<file path="src/rtl/loop_count_stack.sv">
// Loop count register with a save/restore stack for nested loops.
// One command executes per cycle, in priority order push > pop > load > dec.
// The module raises zero, loop-done, full/empty and sticky overflow/underflow flags.
module loop_count_stack #(
  parameter int unsigned WIDTH = 8,
  parameter int unsigned DEPTH = 4
) (
  input  logic                       CLK,
  input  logic                       RESET,
  input  logic [WIDTH-1:0]           Count_in,
  input  logic                       Count_load,
  input  logic                       Count_dec,
  input  logic                       Count_push,
  input  logic                       Count_pop,
  input  logic                       Err_clr,
  output logic [WIDTH-1:0]           Count_out,
  output logic                       zero_flag,
  output logic                       loop_done,
  output logic [$clog2(DEPTH+1)-1:0] Depth_out,
  output logic                       stack_full,
  output logic                       stack_empty,
  output logic                       ovf_err,
  output logic                       udf_err
);

  localparam int unsigned DW = $clog2(DEPTH + 1);
  localparam int unsigned AW = (DEPTH > 1) ? $clog2(DEPTH) : 1;

  logic [WIDTH-1:0] count_q, count_d;
  logic [DW-1:0]    depth_q, depth_d;
  logic             done_q, done_d;
  logic             ovf_q, ovf_d;
  logic             udf_q, udf_d;
  logic             push_en;
  logic             full, empty;
  logic [AW-1:0]    wr_idx, rd_idx;

  logic [WIDTH-1:0] stack_q [DEPTH];

  assign full   = (depth_q == DW'(DEPTH));
  assign empty  = (depth_q == '0);
  assign wr_idx = AW'(depth_q);
  assign rd_idx = AW'(depth_q - DW'(1));

  // Next-state: only the highest-priority command acts. A new error overrides Err_clr.
  always_comb begin
    count_d = count_q;
    depth_d = depth_q;
    done_d  = 1'b0;
    ovf_d   = ovf_q & ~Err_clr;
    udf_d   = udf_q & ~Err_clr;
    push_en = 1'b0;
    if (Count_push) begin
      if (!full) begin
        push_en = 1'b1;
        depth_d = depth_q + DW'(1);
        count_d = Count_in;
      end else begin
        ovf_d = 1'b1;
      end
    end else if (Count_pop) begin
      if (!empty) begin
        count_d = stack_q[rd_idx];
        depth_d = depth_q - DW'(1);
      end else begin
        udf_d = 1'b1;
      end
    end else if (Count_load) begin
      count_d = Count_in;
    end else if (Count_dec) begin
      if (count_q != '0) begin
        count_d = count_q - WIDTH'(1);
      end
      done_d = (count_q == WIDTH'(1));
    end
  end

  // Control state with asynchronous active-low reset.
  always_ff @(posedge CLK or negedge RESET) begin
    if (!RESET) begin
      count_q <= '0;
      depth_q <= '0;
      done_q  <= 1'b0;
      ovf_q   <= 1'b0;
      udf_q   <= 1'b0;
    end else begin
      count_q <= count_d;
      depth_q <= depth_d;
      done_q  <= done_d;
      ovf_q   <= ovf_d;
      udf_q   <= udf_d;
    end
  end

  // Stack storage; contents are meaningless above the depth pointer, so there is no reset.
  always_ff @(posedge CLK) begin
    if (push_en) begin
      stack_q[wr_idx] <= count_q;
    end
  end

  assign Count_out   = count_q;
  assign zero_flag   = (count_q == '0);
  assign loop_done   = done_q;
  assign Depth_out   = depth_q;
  assign stack_full  = full;
  assign stack_empty = empty;
  assign ovf_err     = ovf_q;
  assign udf_err     = udf_q;

endmodule

</file>
<file path="config.mk">
export PLATFORM = sky130hd
export DESIGN_NAME = loop_count_stack
export DESIGN_NICKNAME = d
export VERILOG_FILES = /design/src/rtl/loop_count_stack.sv
export SDC_FILE = /design/constraint.sdc
export NUM_CORES = 1
export LEC_CHECK = 0
export ABC_CLOCK_PERIOD_IN_PS = 4140
export BUFFER_PORTS_ARGS = -buffer_cell sky130_fd_sc_hd__buf_2
export CORE_UTILIZATION = 50
export DETAILED_ROUTE_END_ITERATION = 10
export PLACE_DENSITY = 0.71
export SYNTH_ARGS = -nofsm -noshare
export SYNTH_HDL_FRONTEND = slang
export SYNTH_SLANG_ARGS = --single-unit
</file>
<file path="constraint.sdc">
create_clock -name CLK -period 4.14 [get_ports CLK]
set_input_delay 0.207 -clock CLK [delete_from_list [all_inputs] [get_ports CLK]]
set_output_delay 0.207 -clock CLK [all_outputs]
set_load 0.1 [all_outputs]
</file>
==> results of run 1 <==
==> final timing paths <==
path | cells past startpoint | endpoint | startpoint
setup / recovery | 8 | Count_out[2] | Depth_out[0]
hold / removal | 2 | udf_err | Err_clr
setup reg to reg | 8 | Count_out[2] | Depth_out[0]
hold reg to reg | 2 | ovf_err | ovf_err
max in group asynchronous | 2 | Count_out[3] | RESET
min in group asynchronous | 2 | Depth_out[1] | RESET
==> cell families after synthesis <==
| group | synth area share (%) |
|---|---|
| AND/OR/NAND/NOR | 10.6 |
| flip-flops | 56.8 |
| buffers and inverters | 4.56 |
| AO/OA/AOI/OAI | 12.3 |
| adder cells (fa/ha/maj) | 4.34 |
| XOR/XNOR | 0.759 |
| multiplexers | 10.6 |
==> registers in the layout (all words and copies together) (netlist names) <==
register	flops
udf_err	1
Count_out	8
loop_done	1
ovf_err	1
stack_q	32
Depth_out	3
==> final cells by class <==
cell class                      instances  area [µm²]  share of cell area, %
Sequential cell                        46        1310                   50.8
Multi-Input combinational cell        104         891                   34.5
Timing Repair Buffer                   33         173                   6.69
Clock buffer                            6        72.6                   2.81
Tap cell                               52        65.1                   2.52
Inverter                               16        60.1                   2.33
Clock inverter                          2        8.76                  0.339
==> metrics by stage <==
| step | setup WS (ps) | utilization (%) | std cells | area (µm²) | hold slack [ps] |
|---|---|---|---|---|---|
| 3_3_place_gp | 1810 | 56.8 | 250 | 2490 | 124 |
| 3_5_place_dp | 1710 | 56.8 | 250 | 2490 | 132 |
| 2_1_floorplan | 936 | - | 174 | 2310 | -88.6 |
| 4_1_cts | 1700 | 58.9 | 259 | 2580 | 98.5 |
| 5_1_grt | 1480 | 58.9 | 259 | 2580 | 86.0 |
| 6_report | 1700 | 58.9 | 259 | 2580 | 93.8 |
==> layout by cell type, fill, tap and decap left out, drive strengths merged, types with 7 or more instances in the layout <==
cell | Yosys | layout
buf | 2 | 32
o211ai | 7 | 7
mux4 | 8 | 8
edfxtp | 32 | 32
inv | 16 | 16
nand2 | 9 | 9
ha | 8 | 8
dfrtp | 14 | 14
==> per-layer routing <==
| metal | wire, µm | vias to the layer above | global-route usage (%) | share of wire (%) |
|---|---|---|---|---|
| li1 | - | 736 | - | - |
| met1 | 2160 | 745 | 28.6 | 43 |
| met2 | 2520 | 52 | 37.2 | 51 |
| met3 | 249 | 8 | 5.34 | 5.0 |
| met4 | 57 | 0 | 6.89 | 1.1 |
| met5 | 0 | - | 0 | 0 |
==> report_table.html, run 1 <==
<table>
<tr><th>Metric</th><th>Value</th></tr>
<tr><th colspan="2">Floorplan</th></tr>
<tr><td># IOs</td><td>32</td></tr>
<tr><td>Starting density of the core</td><td>52.6%</td></tr>
<tr><td>Die height</td><td>69.9 µm</td></tr>
<tr><td>Standard-cell rows</td><td>24</td></tr>
<tr><td>Die area</td><td>4890 µm²</td></tr>
<tr><td>Die extent in x</td><td>69.9 µm</td></tr>
<tr><td>CORE AREA</td><td>4380 µm²</td></tr>
<tr><th colspan="2">Synthesis</th></tr>
<tr><td>Fraction of synthesized cell area taken by the top area cell type</td><td>41.6%</td></tr>
<tr><td>Synth warn</td><td>0</td></tr>
<tr><td>Top post-synthesis cells by count</td><td>sky130_fd_sc_hd__edfxtp_1 (32), sky130_fd_sc_hd__inv_1 (16), sky130_fd_sc_hd__dfrtp_1 (14), sky130_fd_sc_hd__nand2_1 (9)</td></tr>
<tr><td>EDFF count, synth</td><td>32</td></tr>
<tr><td>Synthesized netlist net count</td><td>197</td></tr>
<tr><td>Combined area of all synthesized cells</td><td>2310 µm²</td></tr>
<tr><td>Register bit total from synthesis</td><td>46</td></tr>
<tr><td>Number of distinct library cells after synthesis</td><td>46</td></tr>
<tr><td>Library cell with the highest instance count after synthesis</td><td>sky130_fd_sc_hd__edfxtp_1</td></tr>
<tr><td>Average cell area after synthesis</td><td>13.3 µm²</td></tr>
<tr><td>Asr flop ratio synth</td><td>30.4%</td></tr>
<tr><td>Sequential area share after synthesis</td><td>56.8%</td></tr>
<tr><td>Most common flop cell mapped by yosys</td><td>sky130_fd_sc_hd__edfxtp_1</td></tr>
<tr><td>Ranking of synthesized cells by area</td><td>sky130_fd_sc_hd__edfxtp_1 (42%), sky130_fd_sc_hd__dfrtp_1 (15%), sky130_fd_sc_hd__mux4_2 (7.8%)</td></tr>
<tr><td>Top cell type by total area after synthesis</td><td>sky130_fd_sc_hd__edfxtp_1</td></tr>
<tr><td>Synth Instances</td><td>174</td></tr>
<tr><th colspan="2">Worst hold path</th></tr>
<tr><td>Min-delay worst type</td><td>in -&gt; reg</td></tr>
<tr><th colspan="2">Clock tree</th></tr>
<tr><td>CTS hold repair buffers</td><td>1</td></tr>
<tr><td>Clock tree from TritonCTS</td><td>done</td></tr>
<tr><td>Clock root buffer</td><td>sky130_fd_sc_hd__clkbuf_8</td></tr>
<tr><td>Post-CTS setup-driven buffer insertion count</td><td>0</td></tr>
<tr><td>Worst-Skew Late Latency</td><td>300 ps</td></tr>
<tr><td>Number of buffers inserted during clock tree synthesis</td><td>5</td></tr>
<tr><td>Clock transition at the registers of the reported paths</td><td>90 ps</td></tr>
<tr><td>Max H-tree Level</td><td>2</td></tr>
<tr><td>Buffers from clock root to sink, at most</td><td>2</td></tr>
<tr><td>Cts repair resizes</td><td>0</td></tr>
<tr><td>Sink count of the clock tree</td><td>46</td></tr>
<tr><th colspan="2">Critical path</th></tr>
<tr><td>Crit path max-delay cell type</td><td>sky130_fd_sc_hd__o21a_1</td></tr>
<tr><td>Required time of the worst setup path</td><td>4330 ps</td></tr>
<tr><td>Highest net fanout along the worst path</td><td>12</td></tr>
<tr><td>Critical path capture point type</td><td>flip-flop</td></tr>
<tr><td>Critical path cell sequence</td><td>buf_4 -&gt; inv_1 -&gt; ha_1 -&gt; nand2b_1 -&gt; inv_1 -&gt; a21boi_1 -&gt; o21a_1 -&gt; mux2_4</td></tr>
<tr><td>Worst path bufs/invs</td><td>3</td></tr>
<tr><td>Flop2flop setup slack</td><td>1700 ps</td></tr>
<tr><td>Gate family responsible for the most delay along the worst path</td><td>compound AO/OA/AOI/OAI gates</td></tr>
<tr><td>Crit start category</td><td>flip-flop</td></tr>
<tr><td>CP Data Arrival Time</td><td>2630 ps</td></tr>
<tr><td>Worst Setup Path Type</td><td>reg -&gt; reg</td></tr>
<tr><td>Stage delay of the slowest cell on the critical path</td><td>430 ps</td></tr>
<tr><td>CP most frequent cell</td><td>sky130_fd_sc_hd__inv_1</td></tr>
<tr><th colspan="2">STA</th></tr>
<tr><td>Worst slew margin relative to its limit</td><td>46.5%</td></tr>
<tr><td>Summed negative setup slack over all endpoints</td><td>0 ps</td></tr>
<tr><td>Post-layout min period</td><td>2440 ps</td></tr>
<tr><td>Setup Skew</td><td>14.8 ps</td></tr>
<tr><td>Endpoints failing setup</td><td>0</td></tr>
<tr><td>Max Freq</td><td>411 MHz</td></tr>
<tr><td>Final number of hold-violating endpoints</td><td>0</td></tr>
<tr><td>Pin slew with the least headroom to its limit</td><td>799 ps</td></tr>
<tr><td>Unrepaired setup endpoints after global routing</td><td>false</td></tr>
<tr><td>Share of the cycle needed by the critical path after routing</td><td>58.8%</td></tr>
<tr><td>Number of pins with negative max-slew slack in the final report</td><td>0</td></tr>
<tr><th colspan="2">Final layout</th></tr>
<tr><td>Fill cell total of the finished layout</td><td>345</td></tr>
<tr><td>Number of antenna repair diodes</td><td>0</td></tr>
<tr><td>Number of nets at the end of the flow</td><td>229</td></tr>
<tr><td>Layout overhead on the synthesized area</td><td>11.9%</td></tr>
<tr><td>Share of post-route cells with drive strength above 1</td><td>26.6%</td></tr>
<tr><th colspan="2">Outcome</th></tr>
<tr><td>Result of the run</td><td>finished clean</td></tr>
<tr><th colspan="2">Drt</th></tr>
<tr><td>Detailed-route vias per instance</td><td>5.95</td></tr>
<tr><td>Drt wl/cell</td><td>19.3 µm</td></tr>
<tr><td>Starting DRC count in detailed routing</td><td>92</td></tr>
<tr><td>Count of nets left with antenna violations after detail routing</td><td>0</td></tr>
<tr><td>Total number of vias</td><td>1541</td></tr>
<tr><td>First-pass DRT Iterations</td><td>4</td></tr>
<tr><td>Residual DRC</td><td>0</td></tr>
<tr><td>Total wirelength of the detailed-routed design</td><td>4990 µm</td></tr>
<tr><th colspan="2">Placement</th></tr>
<tr><td>Hpwl dp</td><td>3560 µm</td></tr>
<tr><td>Final RePlAce weighted congestion</td><td>0.822</td></tr>
<tr><td>IO Port Bufs</td><td>31</td></tr>
<tr><th colspan="2">GRT</th></tr>
<tr><td>Vias in the first global route</td><td>1544</td></tr>
<tr><td>Pin count of the biggest net entering global routing</td><td>27</td></tr>
<tr><td>Total routing resource utilization after global routing</td><td>22.2%</td></tr>
<tr><td>Global-route wire length before repair</td><td>8070 µm</td></tr>
<tr><td>Initial antenna violation count</td><td>0</td></tr>
<tr><td>Total grt overflow</td><td>0</td></tr>
<tr><th colspan="2">Flow run</th></tr>
<tr><td>Count of maximum capacitance violations</td><td>0</td></tr>
</table>
Power of run 1 is not shown: default switching activity piles up to over one toggle a cycle in this logic, so the estimate is an artifact.
==> run 2: changes to the inputs <==
--- a/config.mk
+++ b/config.mk
@@ -5,7 +5,7 @@
 export SDC_FILE = /design/constraint.sdc
 export NUM_CORES = 1
 export LEC_CHECK = 0
-export ABC_CLOCK_PERIOD_IN_PS = 4140
+export ABC_CLOCK_PERIOD_IN_PS = 2400
 export BUFFER_PORTS_ARGS = -buffer_cell sky130_fd_sc_hd__buf_2
 export CORE_UTILIZATION = 50
 export DETAILED_ROUTE_END_ITERATION = 10
==> constraint.sdc (replaced) <==
create_clock -name CLK -period 2.4 [get_ports CLK]
set_input_delay 0.12 -clock CLK [delete_from_list [all_inputs] [get_ports CLK]]
set_output_delay 0.12 -clock CLK [all_outputs]
set_load 0.1 [all_outputs]
==> report_table.html, run 2 (same netlist as run 1, synthesis figures left out) <==
<table>
<tr><th>Metric</th><th>Value</th></tr>
<tr><th colspan="2">Outcome</th></tr>
<tr><td>Result of the run</td><td>finished clean</td></tr>
<tr><th colspan="2">Placement</th></tr>
<tr><td>Placed Cells</td><td>252</td></tr>
<tr><td>Final RePlAce weighted congestion</td><td>0.870</td></tr>
<tr><td>Standard cell area after detailed placement</td><td>2550 µm²</td></tr>
<tr><td>IO Port Bufs</td><td>31</td></tr>
<tr><td>Hpwl dp</td><td>3590 µm</td></tr>
<tr><th colspan="2">STA</th></tr>
<tr><td>Number of pins with negative max-slew slack in the final report</td><td>0</td></tr>
<tr><td>Pin slew with the least headroom to its limit</td><td>501 ps</td></tr>
<tr><td>Worst slew margin relative to its limit</td><td>66.8%</td></tr>
<tr><td>Share of the cycle needed by the critical path after routing</td><td>89.7%</td></tr>
<tr><td>Endpoints failing setup</td><td>0</td></tr>
<tr><td>Unrepaired setup endpoints after global routing</td><td>false</td></tr>
<tr><td>Setup Skew</td><td>13.6 ps</td></tr>
<tr><td>Post-layout min period</td><td>2150 ps</td></tr>
<tr><td>Final number of hold-violating endpoints</td><td>0</td></tr>
<tr><td>Max Freq</td><td>465 MHz</td></tr>
<tr><th colspan="2">Floorplan</th></tr>
<tr><td>Die height</td><td>69.9 µm</td></tr>
<tr><td>Die area</td><td>4890 µm²</td></tr>
<tr><td>Die extent in x</td><td>69.9 µm</td></tr>
<tr><td># IOs</td><td>32</td></tr>
<tr><td>Starting density of the core</td><td>52.6%</td></tr>
<tr><td>CORE AREA</td><td>4380 µm²</td></tr>
<tr><td>Standard-cell rows</td><td>24</td></tr>
<tr><th colspan="2">GRT</th></tr>
<tr><td>Fraction of met3 tracks used by global routing</td><td>4.62%</td></tr>
<tr><td>Total grt overflow</td><td>0</td></tr>
<tr><td>Most congested layer reported by global routing</td><td>met2</td></tr>
<tr><td>Initial antenna violation count</td><td>0</td></tr>
<tr><td>Pin count of the biggest net entering global routing</td><td>27</td></tr>
<tr><td>Fraction of met2 tracks used by global routing</td><td>37.1%</td></tr>
<tr><td>Vias in the first global route</td><td>1629</td></tr>
<tr><td>Global-route wire length before repair</td><td>8330 µm</td></tr>
<tr><td>Met1 Use GR</td><td>30.3%</td></tr>
<tr><td>Total routing resource utilization after global routing</td><td>22.6%</td></tr>
<tr><th colspan="2">Critical path</th></tr>
<tr><td>Crit start category</td><td>flip-flop</td></tr>
<tr><td>CP Data Arrival Time</td><td>2030 ps</td></tr>
<tr><td>Critical path cell sequence</td><td>nor4_4 -&gt; and3_2 -&gt; buf_2</td></tr>
<tr><td>Highest net fanout along the worst path</td><td>11</td></tr>
<tr><td>Crit path max-delay cell type</td><td>sky130_fd_sc_hd__dfrtp_1</td></tr>
<tr><td>Required time of the worst setup path</td><td>2280 ps</td></tr>
<tr><td>Stage delay of the slowest cell on the critical path</td><td>530 ps</td></tr>
<tr><td>Gate family responsible for the most delay along the worst path</td><td>simple AND/OR/NAND/NOR gates</td></tr>
<tr><td>Critical path capture point type</td><td>output port</td></tr>
<tr><td>Worst Setup Path Type</td><td>reg -&gt; out</td></tr>
<tr><td>Worst path bufs/invs</td><td>1</td></tr>
<tr><th colspan="2">Drt</th></tr>
<tr><td>Total number of vias</td><td>1602</td></tr>
<tr><td>Total wirelength of the detailed-routed design</td><td>5030 µm</td></tr>
<tr><td>First-pass DRT Iterations</td><td>4</td></tr>
<tr><td>Drt wl/cell</td><td>19.3 µm</td></tr>
<tr><td>Count of nets left with antenna violations after detail routing</td><td>0</td></tr>
<tr><td>Starting DRC count in detailed routing</td><td>115</td></tr>
<tr><td>Detailed-route vias per instance</td><td>6.14</td></tr>
<tr><td>Residual DRC</td><td>0</td></tr>
<tr><th colspan="2">Final layout</th></tr>
<tr><td>Post-route cell area</td><td>2650 µm²</td></tr>
<tr><td>Largest register FFs</td><td>32</td></tr>
<tr><td>Commonest cells after routing, fill and taps aside</td><td>sky130_fd_sc_hd__edfxtp_1 (32), sky130_fd_sc_hd__buf_2 (31), sky130_fd_sc_hd__inv_1 (14)</td></tr>
<tr><td>Register with the most flip-flops</td><td>stack_q</td></tr>
<tr><td>Final Util</td><td>60.3%</td></tr>
<tr><td>Number of antenna repair diodes</td><td>0</td></tr>
<tr><td>Non-filler cells in the finished layout</td><td>261</td></tr>
<tr><td>Share of post-route cells with drive strength above 1</td><td>31.6%</td></tr>
<tr><td>Fill cell total of the finished layout</td><td>351</td></tr>
<tr><td>Leading cell type in the layout, fill and taps excluded</td><td>sky130_fd_sc_hd__edfxtp_1</td></tr>
<tr><td>Number of nets at the end of the flow</td><td>231</td></tr>
<tr><td>Layout overhead on the synthesized area</td><td>14.6%</td></tr>
<tr><th colspan="2">Clock tree</th></tr>
<tr><td>Worst-Skew Late Latency</td><td>300 ps</td></tr>
<tr><td>Sink count of the clock tree</td><td>46</td></tr>
<tr><td>Clock transition at the registers of the reported paths</td><td>80 ps</td></tr>
<tr><td>Buffers from clock root to sink, at most</td><td>2</td></tr>
<tr><td>Post-CTS setup-driven buffer insertion count</td><td>0</td></tr>
<tr><td>Number of buffers inserted during clock tree synthesis</td><td>5</td></tr>
<tr><td>Clock root buffer</td><td>sky130_fd_sc_hd__clkbuf_8</td></tr>
<tr><td>Clock tree from TritonCTS</td><td>done</td></tr>
<tr><td>Max H-tree Level</td><td>2</td></tr>
<tr><th colspan="2">Worst hold path</th></tr>
<tr><td>Min-delay worst type</td><td>in -&gt; reg</td></tr>
<tr><th colspan="2">Flow run</th></tr>
<tr><td>Count of maximum capacitance violations</td><td>0</td></tr>
</table>
run 2: changes by cell type in the layout (fill, tap and decap cells not counted), moves of 2 or more:
cell	previous run	this run
sky130_fd_sc_hd__dfrtp_1	14	11
sky130_fd_sc_hd__buf_4	1	3
sky130_fd_sc_hd__dfrtp_4	0	2
sky130_fd_sc_hd__inv_1	16	14
run 2: repair_timing:
action	CTS	global route
endpoints found under the hold margin	14	0
hold buffers	1	0
resized for setup	0	0
run 2: final timing paths:
path	startpoint	slack (ps)	cells past startpoint	end
max reg2reg	Count_out[2]	320	4	Count_out[0]
min reg2reg	ovf_err	520	2	ovf_err
max in group asynchronous	RESET	1880	2	Depth_out[2]
min in group asynchronous	RESET	230	2	Depth_out[1]
max	Count_out[2]	250	3	zero_flag
min	Err_clr	20	2	ovf_err
run 2: worst register-to-register path, stage by stage (launching register included):
cell	delay, ps
sky130_fd_sc_hd__dfrtp_1	530
sky130_fd_sc_hd__nor4_4	530
sky130_fd_sc_hd__a31oi_2	230
sky130_fd_sc_hd__o21a_1	350
sky130_fd_sc_hd__mux2_4	340
run 2: cell type report:
cell class / count / area [µm²] / share of cell area [%]
Inverter: 16 / 71.3 / 2.70
Sequential cell: 46 / 1320 / 49.9
Clock inverter: 2 / 13.8 / 0.520
Timing Repair Buffer: 35 / 188 / 7.10
Tap cell: 52 / 65.1 / 2.46
Multi-Input combinational cell: 104 / 915 / 34.6
Clock buffer: 6 / 72.6 / 2.74
run 2: through the flow:
stage                     setup slack [ps]  hold slack, ps  setup TNS, ps
after floorplan                       -195            -176           -628
after global placement                 416            38.4              0
after detailed placement               349            44.3              0
after CTS                              242            13.7              0
after global routing                   149            18.2              0
final                                  247            18.3              0
run 2: layer usage:
layer  vias to the layer above  wire length [µm]
met5                         -                 0
met4                         0                80
met2                        57              2510
li1                        730                 -
met3                         9               255
met1                       806              2180
Power of run 2 is left out for the same reason.
